==> config.mk <==
export PLATFORM = sky130hd
export DESIGN_NAME = ad9361_samp_pack
export DESIGN_NICKNAME = d
export VERILOG_FILES = /design/src/rtl/ad9361_samp_pack.sv
export SDC_FILE = /design/constraint.sdc
export NUM_CORES = 2
export LEC_CHECK = 0
export CAP_MARGIN = 20
export CORE_MARGIN = 5
export CORE_UTILIZATION = 30
export CTS_BUF_LIST = sky130_fd_sc_hd__clkbuf_2 sky130_fd_sc_hd__clkbuf_4 sky130_fd_sc_hd__clkbuf_8
export CTS_CLUSTER_SIZE = 12
export DETAILED_ROUTE_END_ITERATION = 7
export PLACE_DENSITY_LB_ADDON = 0.2
export RECOVER_POWER = 25
export SLEW_MARGIN = 20
export SYNTH_ARGS = -nofsm -noshare
export SYNTH_HDL_FRONTEND = slang
export SYNTH_SLANG_ARGS = --single-unit
==> constraint.sdc <==
create_clock -name clk -period 12.54 [get_ports clk]
set_clock_uncertainty 0.1 [all_clocks]
set_input_delay 2.508 -clock clk [delete_from_list [all_inputs] [get_ports clk]]
set_output_delay 2.508 -clock clk [all_outputs]
set_load 0.02 [all_outputs]
==> src/rtl/ad9361_samp_pack.sv <==
// ad9361_samp_pack: buffers four gated I/Q channels in per-channel FIFOs and
// emits channel-tagged 32-bit words in round-robin bursts on a valid/ready
// stream. Word format: [31:30] channel, [29:24] seq, [23:12] I, [11:0] Q.
// Optional feature: define AD9361_SAMP_PACK_HEADER_EN to prefix every burst
// with a header word {8'hA5, 6'b0, channel, ts[15:0]}.
module ad9361_samp_pack #(
    parameter int FIFO_DEPTH = 16,
    parameter int BURST_LEN  = 8
) (
    input  logic        clk,
    input  logic        rst_n,
    input  logic        valid_0_in,
    input  logic [11:0] data_i0_in,
    input  logic [11:0] data_q0_in,
    input  logic        valid_1_in,
    input  logic [11:0] data_i1_in,
    input  logic [11:0] data_q1_in,
    input  logic        valid_2_in,
    input  logic [11:0] data_i2_in,
    input  logic [11:0] data_q2_in,
    input  logic        valid_3_in,
    input  logic [11:0] data_i3_in,
    input  logic [11:0] data_q3_in,
    output logic        m_valid,
    input  logic        m_ready,
    output logic [31:0] m_data,
    output logic        m_last,
    input  logic        ovf_clr,
    output logic [3:0]  ovf
);

    localparam int            FIFO_AW   = $clog2(FIFO_DEPTH);
    localparam int            PW        = FIFO_AW + 1;
    localparam logic [PW-1:0] FULL_CNT  = PW'(FIFO_DEPTH);
    localparam logic [7:0]    BURST_MAX = 8'(BURST_LEN);

    typedef enum logic [1:0] {
        S_IDLE  = 2'd0,
        S_BURST = 2'd1,
        S_HDR   = 2'd2
    } state_t;

    // Channel inputs gathered into arrays so the per-channel logic is a loop
    logic [3:0]    in_valid;
    logic [11:0]   in_i [4];
    logic [11:0]   in_q [4];

    logic [5:0]    seq_q    [4];
    logic [29:0]   mem_q    [4][FIFO_DEPTH];
    logic [PW-1:0] wr_ptr_q [4];
    logic [PW-1:0] rd_ptr_q [4];
    logic [PW-1:0] fill     [4];
    logic [3:0]    empty, full, wr_en, rd_en, ovf_evt;
    logic [3:0]    ovf_q, ovf_d;

    state_t        state_q, state_d;
    logic [1:0]    grant_q, grant_d;
    logic [1:0]    ptr_q, ptr_d;
    logic [7:0]    bcnt_q, bcnt_d;
    logic          pick_valid;
    logic [1:0]    pick_ch, cand;
    logic          out_free, load_data, last_word;
    logic [29:0]   rd_word;

    logic          m_valid_q, m_last_q;
    logic [31:0]   m_data_q;

`ifdef AD9361_SAMP_PACK_HEADER_EN
    logic [15:0]   ts_q, hdr_ts_q;
    logic          load_hdr;
`endif

    assign in_valid = {valid_3_in, valid_2_in, valid_1_in, valid_0_in};
    assign in_i[0]  = data_i0_in;
    assign in_i[1]  = data_i1_in;
    assign in_i[2]  = data_i2_in;
    assign in_i[3]  = data_i3_in;
    assign in_q[0]  = data_q0_in;
    assign in_q[1]  = data_q1_in;
    assign in_q[2]  = data_q2_in;
    assign in_q[3]  = data_q3_in;

    // FIFO occupancy; full is judged before any read of the same cycle
    always_comb begin
        for (int k = 0; k < 4; k++) begin
            fill[k]    = wr_ptr_q[k] - rd_ptr_q[k];
            empty[k]   = (fill[k] == '0);
            full[k]    = (fill[k] == FULL_CNT);
            wr_en[k]   = in_valid[k] && !full[k];
            ovf_evt[k] = in_valid[k] && full[k];
        end
    end

    // Only the granted FIFO is ever read, and only when a data word is loaded
    always_comb begin
        for (int k = 0; k < 4; k++) begin
            rd_en[k] = load_data && (grant_q == 2'(k));
        end
    end

    assign rd_word  = mem_q[grant_q][rd_ptr_q[grant_q][FIFO_AW-1:0]];
    assign out_free = !m_valid_q || m_ready;
    assign ovf_d    = (ovf_clr ? 4'b0000 : ovf_q) | ovf_evt;

    // Sequence counters and FIFO pointers; seq advances even on dropped samples
    // NOTE: state is updated with non-blocking assignments so every register sees pre-edge values.
    always_ff @(posedge clk or negedge rst_n) begin
        if (!rst_n) begin
            for (int k = 0; k < 4; k++) begin
                seq_q[k]    <= '0;
                wr_ptr_q[k] <= '0;
                rd_ptr_q[k] <= '0;
            end
            ovf_q <= '0;
        end else begin
            for (int k = 0; k < 4; k++) begin
                if (in_valid[k]) seq_q[k]    <= seq_q[k] + 6'd1;
                if (wr_en[k])    wr_ptr_q[k] <= wr_ptr_q[k] + PW'(1);
                if (rd_en[k])    rd_ptr_q[k] <= rd_ptr_q[k] + PW'(1);
            end
            ovf_q <= ovf_d;
        end
    end

    // FIFO storage: each word keeps the pre-increment seq value
    // NOTE: storage is deliberately not reset; the reset pointers mark every entry invalid.
    always_ff @(posedge clk) begin
        for (int k = 0; k < 4; k++) begin
            if (wr_en[k]) mem_q[k][wr_ptr_q[k][FIFO_AW-1:0]] <= {seq_q[k], in_i[k], in_q[k]};
        end
    end

    // Round-robin search: first non-empty channel from the pointer upward, mod 4
    // NOTE: every combinational output gets a default first so no latch can be inferred.
    always_comb begin
        pick_valid = 1'b0;
        pick_ch    = ptr_q;
        cand       = ptr_q;
        for (int i = 3; i >= 0; i--) begin
            cand = ptr_q + 2'(i);
            if (!empty[cand]) begin
                pick_valid = 1'b1;
                pick_ch    = cand;
            end
        end
    end

    // FSM state, grant, pointer and burst counter registers
    always_ff @(posedge clk or negedge rst_n) begin
        if (!rst_n) begin
            state_q <= S_IDLE;
            grant_q <= '0;
            ptr_q   <= '0;
            bcnt_q  <= '0;
        end else begin
            state_q <= state_d;
            grant_q <= grant_d;
            ptr_q   <= ptr_d;
            bcnt_q  <= bcnt_d;
        end
    end

    // Next-state logic: grant in IDLE, stream the granted FIFO in BURST
    always_comb begin
        state_d   = state_q;
        grant_d   = grant_q;
        ptr_d     = ptr_q;
        bcnt_d    = bcnt_q;
        load_data = 1'b0;
        last_word = 1'b0;
`ifdef AD9361_SAMP_PACK_HEADER_EN
        load_hdr  = 1'b0;
`endif
        case (state_q)
            S_IDLE: begin
                if (pick_valid) begin
                    grant_d = pick_ch;
                    bcnt_d  = '0;
`ifdef AD9361_SAMP_PACK_HEADER_EN
                    state_d = S_HDR;
`else
                    state_d = S_BURST;
`endif
                end
            end
`ifdef AD9361_SAMP_PACK_HEADER_EN
            S_HDR: begin
                if (out_free) begin
                    load_hdr = 1'b1;
                    state_d  = S_BURST;
                end
            end
`endif
            S_BURST: begin
                // A write landing on the same edge as the final read does not extend the burst
                if (out_free) begin
                    load_data = 1'b1;
                    bcnt_d    = bcnt_q + 8'd1;
                    last_word = ((bcnt_q + 8'd1) == BURST_MAX) || (fill[grant_q] == PW'(1));
                    if (last_word) begin
                        ptr_d   = grant_q + 2'd1;
                        state_d = S_IDLE;
                    end
                end
            end
            default: state_d = S_IDLE;
        endcase
    end

`ifdef AD9361_SAMP_PACK_HEADER_EN
    // Free-running timestamp, captured into the header on the grant cycle
    always_ff @(posedge clk or negedge rst_n) begin
        if (!rst_n) begin
            ts_q     <= '0;
            hdr_ts_q <= '0;
        end else begin
            ts_q <= ts_q + 16'd1;
            if (state_q == S_IDLE && pick_valid) hdr_ts_q <= ts_q;
        end
    end
`endif

    // Output register: loads only when empty or drained this cycle, holds while stalled
    always_ff @(posedge clk or negedge rst_n) begin
        if (!rst_n) begin
            m_valid_q <= 1'b0;
            m_last_q  <= 1'b0;
            m_data_q  <= '0;
        end else if (load_data) begin
            m_valid_q <= 1'b1;
            m_last_q  <= last_word;
            m_data_q  <= {grant_q, rd_word};
`ifdef AD9361_SAMP_PACK_HEADER_EN
        end else if (load_hdr) begin
            m_valid_q <= 1'b1;
            m_last_q  <= 1'b0;
            m_data_q  <= {8'hA5, 6'b0, grant_q, hdr_ts_q};
`endif
        end else if (m_ready) begin
            m_valid_q <= 1'b0;
            m_last_q  <= 1'b0;
        end
    end

    assign m_valid = m_valid_q;
    assign m_data  = m_data_q;
    assign m_last  = m_last_q;
    assign ovf     = ovf_q;

endmodule

==> flow_summary.ini <==
[setup_path]
reg_to_reg_critical_path_startpoint = rd_ptr_q[10]
worst_setup_path_endpoint = grant_q[0]
worst-endpoint-required_ps = 12330
crit_path_max_fanout = 51
worst_r2r_path_depth = 10
critical_path.slowest_cell = clkbuf_1
start_kind = input port
setup.worst_path.class = input port to asynchronous set/reset pin
setup.reg_to_reg.worst_slack_ps = 7350
cp_data_arrival_time_ps = 6980
endpoint_kind = asynchronous set/reset pin
crit_top_cell = clkbuf_1
cp-startpoint = rst_n
rr_endpoint = m_data[14]
worstSetupPathDepth = 2
crit_family = buffers and inverters
cpPeakStageDelay_ps = 2480
critical_path_buf_inv_count = 2
critical_path.cell_chain = clkbuf_1 > clkbuf_1

[grt]
grt_overflow_total = 0
groute.usage.overall_pct = 18.9
met3_layer_usage_reported_by_global_route_pct = 3.19
first_global_vias = 43400
grt_util_met2_pct = 32.0
grt_max_degree = 98
use_met1_pct = 25.4
initial_antenna_violation_count = 25
top_usage_layer = met2
grt_first_pass_wirelength_mm = 367

[power_and_ir_drop]
irDropWorstVdd_uv = 355
pwr-share-clk_pct = 26.5
switching_share_of_power_pct = 35.7
power.sequential.fraction_pct = 40.1
p_comb_share_pct = 33.4
intPower_uw = 14700
power-per-cell-area_nw_per_um2 = 242
total_leakage_power_uw = 0.0328
switching_power_uw = 8170

[layout]
layout.cells.most_common_list = edfxtp_1, mux2i_1, clkbuf_8, mux4_2, nand2_1
utilization_pct = 35.0
fraction_of_final_layout_cells_with_drive_strength_greater_than_1_pct = 20.0
mostFrequentLayoutCell = edfxtp_1
multi_input_comb_area_sq_um = 20000
seqCellArea_sq_um = 60500
filler_cell_count = 25500
num-nets-final = 4861
synthesis_to_layout_area_growth_pct = 16.2

[synthesis]
post_synth_instance_area_sq_um = 81400
postSynthNetCount = 4440
synth_edf_count = 1920
synth.distinct_cells = 51
ys.warnings.count = 0
post_synthesis_cell_count = 4286
synth-async-reset-ratio_pct = 5.65
yosys_register_bits = 2035
synth.avg_cell_area_sq_um = 19.0
most_used_flip_flop_cell_after_synthesis = edfxtp_1
fraction_of_the_yosys_area_taken_by_sequential_cells_pct = 74.4

[placement]
io_buffers = 141
gp_routability_congestion = 0.773
hpwl_after_detailed_placement_mm = 154

[floorplanning]
floorplan.io_pins = 142
num_rows = 191
die_x_microns = 531
fp.dieArea_sq_um = 282000
floorplan.initialDensity_pct = 30.1
placeableCoreArea_sq_um = 271000
die_h_microns = 531

[routing]
detail_route.wl_per_cell_microns = 31.6
postRouteWirelength_mm = 271
drt_first_iter_violations = 3654
vias = 42500
drc = 0
vias_per_cell = 4.97
drtAntennaViolNets = 0
dr.pass1.iters = 5

[sta]
worst_slew_margin_rel_pct = -122
finalHoldViolCount = 0
final_clock_period_utilization_by_the_worst_path_pct = 57.3
grt_setup_unrepaired = no
min_period_ps = 7180
finalMaxSlewViolations = 369
fin_setup_tns_ps = 0
tightest_slew_ps = 3330
report.final.setup_viol = 0
max_clock_freq_mhz = 139

[outcome]
violations = capacitance limit, slew limit
status = finished, violations left

[flow_run]
timing.max_cap.violations = 20

[clock_tree]
level_count_of_the_clock_h_tree = 5
clk-insertion-delay-late_ps = 1040
ctsLongestPathBuffers = 4
ctsHoldBuffers = 0
cts_resized = 0
cts_tree = yes
clkSinkCount = 2035
cts_made_buffers = 364
worst_setup_hold_path_clk_slew_ps = 60
total_setup_buffers_inserted_after_cts = 0
cts_root_buffer = clkbuf_8

[hold_path]
timing.hold.worst.class = flop to flop
## flip-flops by register name, summed over array words and instances (netlist names), 4 cells and up
| name | cells |
|---|---|
| bcnt_q | 8 |
| wr_ptr_q | 20 |
| ovf | 4 |
| mem_q | 1920 |
| m_data | 32 |
| seq_q | 24 |
| rd_ptr_q | 20 |
## layout make-up
cell class | count | area share, %
Timing Repair Buffer | 275 | 2.44
Clock buffer | 523 | 6.73
Sequential cell | 2035 | 64.0
Tap cell | 3570 | 4.72
Antenna cell | 5 | 0.0132
Multi-Input combinational cell | 1981 | 21.2
Inverter | 50 | 0.217
Clock inverter | 114 | 0.676
## through the flow
step	hold WS, ps	instances	cell area [sq um]	total power (uW)	setup slack (ps)
after floorplan	364	4286	81400	13800	6470
after global placement	368	7907	87700	17000	6900
after detailed placement	368	7911	87700	17100	6860
after CTS	381	8548	94700	23200	7370
after global routing	408	8549	94600	23900	4440
final	375	8553	94600	22900	5360
## per-layer routing
metal  share of wire, %  wire length (microns)
met3                5.4                  14600
met5              0.010                     28
met2                 49                 133000
met4                2.3                   6310
met1                 43                 117000
## power groups by stage
| stage | sequential [uW] | combinational [uW] | clock, uW |
|---|---|---|---|
| 6_report | 9180 | 7640 | 6070 |
| 5_1_grt | 9240 | 8070 | 6530 |
| 4_1_cts | 9190 | 7790 | 6220 |
| 3_3_place_gp | 9310 | 7710 | 0 |
| 3_5_place_dp | 9320 | 7780 | 0 |
| 2_1_floorplan | 9030 | 4760 | 0 |
## tightest hold or removal path: stages, from the launching register on
cell     delay, ps
dfrtp_1        340
nand2_1         50
nand2_1         50
## kinds of logic (layout without fill, tap and decap cells)
group | Yosys count | in the layout | share of synthesized area, %
XOR/XNOR | 68 | 68 | 0.732
multiplexers | 1212 | 1212 | 18.6
buffers and inverters | 270 | 962 | 1.56
other | 0 | 5 | 0
adder cells (fa/ha/maj) | 50 | 50 | 0.805
AO/OA/AOI/OAI | 155 | 155 | 1.16
AND/OR/NAND/NOR | 496 | 496 | 2.76
flip-flops | 2035 | 2035 | 74.4
## worst min path at each step
stage	start	endpoint	slack, ps	cells after the start
after floorplan	rd_ptr_q[9]	rd_ptr_q[9]	360	1
after global placement	m_data[30]	m_data[30]	370	2
after detailed placement	m_data[31]	m_data[31]	370	2
after CTS	m_data[30]	m_data[30]	380	2
after global routing	m_data[30]	m_data[30]	410	2
final	m_data[31]	m_data[31]	380	2
## cells in the mapped netlist, types with 13 or more instances
master / number / area, sq um
edfxtp_1: 1920 / 57700
buf_2: 91 / 455
nand4_1: 22 / 138
a31oi_1: 32 / 200
buf_6: 13 / 146
mux2i_1: 963 / 9640
xnor2_1: 49 / 429
dfrtp_1: 115 / 2880
and2_1: 19 / 119
o22ai_1: 33 / 206
inv_1: 48 / 180
clkbuf_1: 100 / 375
o21ai_0: 47 / 235
nand3_1: 72 / 360
buf_4: 13 / 97.6
xor2_1: 19 / 166
nor3_1: 54 / 270
mux4_2: 242 / 5450
ha_1: 46 / 576
nand2_1: 181 / 679
nor2_1: 107 / 402
Power figures use the tool's default switching activity.
